`src/rtl/mem_access_ctrl_if.sv`:
```
// Data-memory channel between the MEM stage sequencer and memory.
// Request is valid/ready; load data returns later on d_valid.
interface mem_access_ctrl_if #(
  parameter int DATA_WIDTH   = 32,
  parameter int ADDRESS_BITS = 20
);
  logic                    d_req;
  logic                    d_we;
  logic [ADDRESS_BITS-1:0] d_addr;
  logic [DATA_WIDTH-1:0]   d_wdata;
  logic                    d_ready;
  logic                    d_valid;
  logic [DATA_WIDTH-1:0]   d_rdata;

  modport master (
    output d_req, d_we, d_addr, d_wdata,
    input  d_ready, d_valid, d_rdata
  );

  modport slave (
    input  d_req, d_we, d_addr, d_wdata,
    output d_ready, d_valid, d_rdata
  );
endinterface

```
`src/rtl/mem_access_ctrl.sv`:
```
// MEM stage sequencer: turns EX/MEM load/store controls into a
// data-memory transaction, stalls upstream, and registers writeback.
module mem_access_ctrl #(
  parameter int CORE         = 0,
  parameter int DATA_WIDTH   = 32,
  parameter int ADDRESS_BITS = 20,
  parameter int TIMEOUT_BITS = 8
) (
  input  logic                  clock,
  input  logic                  reset,
  input  logic                  mem_load,
  input  logic                  mem_store,
  input  logic                  mem_regWrite,
  input  logic [DATA_WIDTH-1:0] mem_ALU_result,
  input  logic [DATA_WIDTH-1:0] mem_store_data,
  input  logic [4:0]            mem_rd,
  output logic                  stall,
  mem_access_ctrl_if.master     dmem,
  output logic                  wb_valid,
  output logic [4:0]            wb_rd,
  output logic [DATA_WIDTH-1:0] wb_data,
  output logic                  fault,
  output logic [DATA_WIDTH-1:0] fault_addr
);
  typedef enum logic [1:0] {
    S_IDLE,
    S_REQ,
    S_WAIT,
    S_DONE
  } state_t;

  // counter value that becomes all-ones this cycle
  localparam logic [TIMEOUT_BITS-1:0] WD_LAST =
    {{(TIMEOUT_BITS-1){1'b1}}, 1'b0};

  state_t                  r_state;
  state_t                  w_next;
  logic                    r_we;
  logic [ADDRESS_BITS-1:0] r_addr;
  logic [DATA_WIDTH-1:0]   r_wdata;
  logic [4:0]              r_rd;
  logic [TIMEOUT_BITS-1:0] r_wd;
  logic                    r_wb_valid;
  logic [4:0]              r_wb_rd;
  logic [DATA_WIDTH-1:0]   r_wb_data;
  logic                    r_fault;
  logic [DATA_WIDTH-1:0]   r_fault_addr;

  logic w_mem_op;
  logic w_bad;
  logic w_wd_exp;
  logic w_stall;
  logic w_req;
  logic w_unused_core;

  assign w_unused_core = (CORE != 0);
  assign w_mem_op = mem_load | mem_store;
  assign w_bad    = (mem_load & mem_store) |
                    (mem_ALU_result[1:0] != 2'b00);
  assign w_wd_exp = (r_wd == WD_LAST);

  always_ff @(posedge clock) begin
    if (reset) r_state <= S_IDLE;
    else       r_state <= w_next;
  end

  always_comb begin
    w_next = r_state;
    unique case (r_state)
      S_IDLE: if (w_mem_op && !w_bad) w_next = S_REQ;
      S_REQ: begin
        if (dmem.d_ready) w_next = r_we ? S_DONE : S_WAIT;
        else if (w_wd_exp) w_next = S_DONE;
      end
      S_WAIT: if (dmem.d_valid || w_wd_exp) w_next = S_DONE;
      S_DONE: w_next = S_IDLE;
      default: w_next = S_IDLE;
    endcase
  end

  always_comb begin
    w_stall = 1'b0;
    w_req   = 1'b0;
    unique case (r_state)
      S_IDLE: w_stall = w_mem_op & ~w_bad;
      S_REQ: begin
        w_stall = 1'b1;
        w_req   = 1'b1;
      end
      S_WAIT: w_stall = 1'b1;
      S_DONE: w_stall = 1'b0;
      default: w_stall = 1'b0;
    endcase
  end

  always_ff @(posedge clock) begin
    if (reset) begin
      r_we         <= 1'b0;
      r_addr       <= '0;
      r_wdata      <= '0;
      r_rd         <= '0;
      r_wd         <= '0;
      r_wb_valid   <= 1'b0;
      r_wb_rd      <= '0;
      r_wb_data    <= '0;
      r_fault      <= 1'b0;
      r_fault_addr <= '0;
    end else begin
      r_wb_valid <= 1'b0;
      r_fault    <= 1'b0;
      unique case (r_state)
        S_IDLE: begin
          unique case (1'b1)
            w_mem_op && w_bad: begin
              r_fault      <= 1'b1;
              r_fault_addr <= mem_ALU_result;
            end
            w_mem_op && !w_bad: begin
              r_we    <= mem_store;
              r_addr  <= mem_ALU_result[ADDRESS_BITS-1:0];
              r_wdata <= mem_store_data;
              r_rd    <= mem_rd;
              r_wd    <= '0;
            end
            default: begin
              r_wb_valid <= mem_regWrite & (mem_rd != 5'd0);
              r_wb_rd    <= mem_rd;
              r_wb_data  <= mem_ALU_result;
            end
          endcase
        end
        S_REQ: begin
          r_wd <= r_wd + 1'b1;
          if (!dmem.d_ready && w_wd_exp) begin
            r_fault      <= 1'b1;
            r_fault_addr <= DATA_WIDTH'(r_addr);
          end
        end
        S_WAIT: begin
          r_wd <= r_wd + 1'b1;
          if (dmem.d_valid) begin
            r_wb_valid <= (r_rd != 5'd0);
            r_wb_rd    <= r_rd;
            r_wb_data  <= dmem.d_rdata;
          end else if (w_wd_exp) begin
            r_fault      <= 1'b1;
            r_fault_addr <= DATA_WIDTH'(r_addr);
          end
        end
        S_DONE: ;
        default: ;
      endcase
    end
  end

  assign stall        = w_stall;
  assign dmem.d_req   = w_req;
  assign dmem.d_we    = r_we;
  assign dmem.d_addr  = r_addr;
  assign dmem.d_wdata = r_wdata;
  assign wb_valid     = r_wb_valid;
  assign wb_rd        = r_wb_rd;
  assign wb_data      = r_wb_data;
  assign fault        = r_fault;
  assign fault_addr   = r_fault_addr;
endmodule

```
`src/flat_wrapper.sv`:
```
// flat-port wrapper written by rule: the top's interface ports become plain ports
module mem_access_ctrl_flat 
#(
  parameter int CORE         = 0,
  parameter int DATA_WIDTH   = 32,
  parameter int ADDRESS_BITS = 20,
  parameter int TIMEOUT_BITS = 8
)
  (clock, reset, mem_load, mem_store, mem_regWrite, mem_ALU_result, mem_store_data, mem_rd, stall, wb_valid, wb_rd, wb_data, fault, fault_addr, dmem_d_req, dmem_d_we, dmem_d_addr, dmem_d_wdata, dmem_d_ready, dmem_d_valid, dmem_d_rdata);
  mem_access_ctrl_if #(.DATA_WIDTH(DATA_WIDTH), .ADDRESS_BITS(ADDRESS_BITS)) dmem_i ();
  input  logic clock;
  input  logic reset;
  input  logic mem_load;
  input  logic mem_store;
  input  logic mem_regWrite;
  input  logic [DATA_WIDTH-1:0] mem_ALU_result;
  input  logic [DATA_WIDTH-1:0] mem_store_data;
  input  logic [4:0] mem_rd;
  output logic stall;
  output logic wb_valid;
  output logic [4:0] wb_rd;
  output logic [DATA_WIDTH-1:0] wb_data;
  output logic fault;
  output logic [DATA_WIDTH-1:0] fault_addr;
  output wire logic [$bits(dmem_i.d_req)-1:0] dmem_d_req;
  output wire logic [$bits(dmem_i.d_we)-1:0] dmem_d_we;
  output wire logic [$bits(dmem_i.d_addr)-1:0] dmem_d_addr;
  output wire logic [$bits(dmem_i.d_wdata)-1:0] dmem_d_wdata;
  input wire logic [$bits(dmem_i.d_ready)-1:0] dmem_d_ready;
  input wire logic [$bits(dmem_i.d_valid)-1:0] dmem_d_valid;
  input wire logic [$bits(dmem_i.d_rdata)-1:0] dmem_d_rdata;
  assign dmem_d_req = dmem_i.d_req;
  assign dmem_d_we = dmem_i.d_we;
  assign dmem_d_addr = dmem_i.d_addr;
  assign dmem_d_wdata = dmem_i.d_wdata;
  assign dmem_i.d_ready = dmem_d_ready;
  assign dmem_i.d_valid = dmem_d_valid;
  assign dmem_i.d_rdata = dmem_d_rdata;
  mem_access_ctrl #(.CORE(CORE), .DATA_WIDTH(DATA_WIDTH), .ADDRESS_BITS(ADDRESS_BITS), .TIMEOUT_BITS(TIMEOUT_BITS)) u_core (.clock(clock), .reset(reset), .mem_load(mem_load), .mem_store(mem_store), .mem_regWrite(mem_regWrite), .mem_ALU_result(mem_ALU_result), .mem_store_data(mem_store_data), .mem_rd(mem_rd), .stall(stall), .dmem(dmem_i), .wb_valid(wb_valid), .wb_rd(wb_rd), .wb_data(wb_data), .fault(fault), .fault_addr(fault_addr));
endmodule
```
`config.mk`:
```
export PLATFORM = sky130hd
export DESIGN_NAME = mem_access_ctrl_flat
export DESIGN_NICKNAME = d
export VERILOG_FILES = /design/src/rtl/mem_access_ctrl_if.sv /design/src/rtl/mem_access_ctrl.sv /design/src/flat_wrapper.sv
export SDC_FILE = /design/constraint.sdc
export NUM_CORES = 1
export LEC_CHECK = 0
export CAP_MARGIN = 40
export CORE_ASPECT_RATIO = 1.25
export CORE_MARGIN = 2
export CORE_UTILIZATION = 25
export DETAILED_ROUTE_END_ITERATION = 6
export GPL_TIMING_DRIVEN = 0
export PLACE_DENSITY_LB_ADDON = 0.1
export SYNTH_ARGS = -nofsm -noshare
export SYNTH_HDL_FRONTEND = slang
export SYNTH_SLANG_ARGS = --single-unit
```
`constraint.sdc`:
```
create_clock -name clock -period 2.3 [get_ports clock]
set_input_delay 0.345 -clock clock [delete_from_list [all_inputs] [get_ports clock]]
set_output_delay 0.345 -clock clock [all_outputs]
set_load 0.02 [all_outputs]
```
==> out/qor.txt <==
status - finished clean
Synth top area share - 47.3%
full die area - 0.0248 mm2
Fmax achieved - 458 MHz
asr flop ratio synth - 0%
ANT nets after route - 0
Synth Warn # - 0
nets@finish - 1017
pre-CTS setup slack - -0.413 ns
synth top area cells - dfxtp_1 (47%), mux2i_1 (9.9%), nand2_1 (7.6%), a211oi_1 (7.4%), a21oi_1 (5.2%)
Leak Pwr - 0.00333 uW
Fin Hold WS - 0.456 ns
MaxCap Viol Count - 0
final hold vios - 0
clock skew - 0.0122 ns
cts bufs inserted - 17
Worst Setup End Kind - output pin
minimum clock period - 2.18 ns
R2R Setup Slk - 0.24 ns
drt wl/cell - 18.7 um
Cells after Synth - 649
routability-driven placement congestion ratio - 0.777
All-Layer GR Usage - 18.3%
Antenna Cells - 0
worst endpoint required time - 1.96 ns
clock root buffer - clkbuf_16
flops & latches, synth - 139
initial antenna violation count - 0
CTS sink count - 139
Hold EP - u_core.dmem.d_wdata[26]
Initial DRC Count - 220
largest net degree at the start of global routing - 17
Slew @ Worst Pin - 0.871 ns
Worst-Skew Late Latency - 0.43 ns
Tcrit/Tclk final - 94.9%
most frequent cells in the layout - clkdlybuf4s50_1 (232), dfxtp_1 (138), nand2_1 (119)
post-synthesis cell area - 0.00589 mm2
# IOs - 234
DPL Wire Length - 16.8 mm
R2R Path End - u_core.wb_data[4]
ys flop type - dfxtp_1
first-pass GRT wire length - 34.7 mm
multi-input logic area - 0.00283 mm2
Post-Syn Nets - 764
Area Overhead vs Synth - 56.7%
Reg2Reg Launch Point - u_core.r_state[0]
Clock Tree Buf Depth - 2
share of cells above drive strength 1 - 9.29%
vias post-DR - 5701
HP Start - u_core.dmem.d_wdata[26]
Slew headroom - 41.9%
port bufs - 233
sequential area share after synthesis - 47.3%
DRC errors left - 0
Synth Area per Inst - 9.07 um2
First-pass DRT Iterations - 7
RSZ-0062 raised after global routing - no
Final setup viols - 0
vias in the first global route - 5975
worst hold path depth - 2
register area - 0.00278 mm2
num rows - 62
type of the worst setup path - register to output pin
Post-synth EDFFs - 0
Starting Density - 25.6%
Vert. Die Dim - 176 um
cell taking the most area after synthesis - dfxtp_1
PD cells - 1240 mW/mm2
type of origin of the critical path - register
worst endpoint data arrival time - 1.84 ns
maximum vdd drop - 0.000588 V
Detailed Route WL - 22.4 mm
Max FO, Critical Path - 10
Slew Limit Fails - 0
global route overflow - 0
H-Tree Level Count - 4
Hold Path Class - register to register
CTS tree - built
die width - 141 um
commonest non-fill, non-tap cell in the layout - clkdlybuf4s50_1
Reg clk slew, reported paths - 0.07 ns
Core ar. - 0.0230 mm2
post-layout worst setup margin - 0.116 ns
R2R cell count - 9
Distinct cells, synth - 47
DR vias/cell - 4.74
Filler Cell Count - 2352
-- sequential cells by signal, summed over array words and instances, names as in the netlist --
register,cells
u_core.dmem.d_wdata,32
u_core.fault_addr,32
u_core.wb_data,32
u_core.dmem.d_addr,20
u_core.r_wd,8
u_core.r_rd,5
u_core.wb_rd,5
u_core.r_state,2
u_core.dmem.d_we,1
u_core.fault,1
u_core.wb_valid,1
-- worst max path at each step --
stage / endpoint / cells after the start / slack [ns] / from
2_1_floorplan: stall / 5 / 0.44 / u_core.r_state[1]
3_3_place_gp: u_core.dmem.d_wdata[28] / 5 / -0.45 / reset
5_1_grt: stall / 6 / 0.04 / u_core.r_state[0]
6_report: stall / 6 / 0.12 / u_core.r_state[1]
4_1_cts: u_core.wb_data[29] / 8 / 0.007 / u_core.r_state[0]
3_5_place_dp: u_core.dmem.d_wdata[28] / 5 / -0.41 / reset
-- power by group --
part	internal (uW)	switching (uW)	leakage [uW]	total (uW)
clock	1570	1190	0.000272	2760
sequential	3110	383	0.00114	3490
combinational	2280	2860	0.00192	5140
total	6960	4440	0.00333	11400
-- layer usage --
| layer | up-vias | track usage, % | wire length (um) | part of all wire (%) |
|---|---|---|---|---|
| met5 | - | 0 | 0 | 0 |
| met4 | 0 | 5.21 | 372 | 1.7 |
| met3 | 26 | 5.73 | 1350 | 6.0 |
| met2 | 162 | 30.9 | 10900 | 48 |
| met1 | 2650 | 22.4 | 9870 | 44 |
| li1 | 2863 | - | - | - |
-- cells by family after synthesis --
group | share of synthesized area [%]
compound gates | 22.4
xor+xnor | 0.276
flops | 47.3
mux | 9.86
simple gates | 13.7
buf+inv | 4.95
fa+ha+maj | 1.49
-- per-stage QoR --
stage | utilization [%] | TNS (ns) | cell area (um2) | total power, uW | std cells
floorplan | - | 0 | 5890 | 6260 | 649
global placement | 37.2 | -16.90 | 8580 | 8640 | 1170
detailed placement | 37.3 | -15.75 | 8590 | 8650 | 1171
CTS | 39.9 | 0 | 9200 | 11500 | 1203
global route | 40.0 | 0 | 9220 | 12100 | 1203
finish | 40.0 | 0 | 9220 | 11400 | 1203
-- worst max-delay path, cell delays in order (launching register included) --
cell and delay (ns):
dfxtp_2 0.37, inv_1 0.10, ha_4 0.31, inv_2 0.08
buf_4 0.18, o21ai_1 0.18, buf_2 0.20
-- Yosys cell counts, types with 4 or more instances --
cell / n
inv_1: 6
a31oi_1: 21
ha_1: 7
or3_1: 4
clkbuf_1: 27
a211oi_1: 58
mux2i_1: 58
nand3_1: 6
o311a_1: 10
a41o_1: 11
o21ai_0: 6
nor2_1: 40
a21boi_0: 5
o31ai_1: 6
buf_2: 24
nand2_1: 119
or4_1: 4
a21oi_1: 61
dfxtp_1: 139
-- area by class of cell --
type	count	area share [%]
repair buffers	234	25.4
flip-flops and latches	139	30.2
plain buffers	57	3.21
inverters	7	0.285
clock inverters	13	1.42
multi-input cells	446	30.7
well taps	288	3.91
clock buffers	19	4.91
-- timing repair --
action / CTS / global route
hold buffers: 0 / 0
setup buffers: 0 / 0
resized for setup: 16 / 18
endpoints found under the hold margin: 0 / 0
endpoints found under the setup margin: 60 / 99
Power figures use the tool's default switching activity.
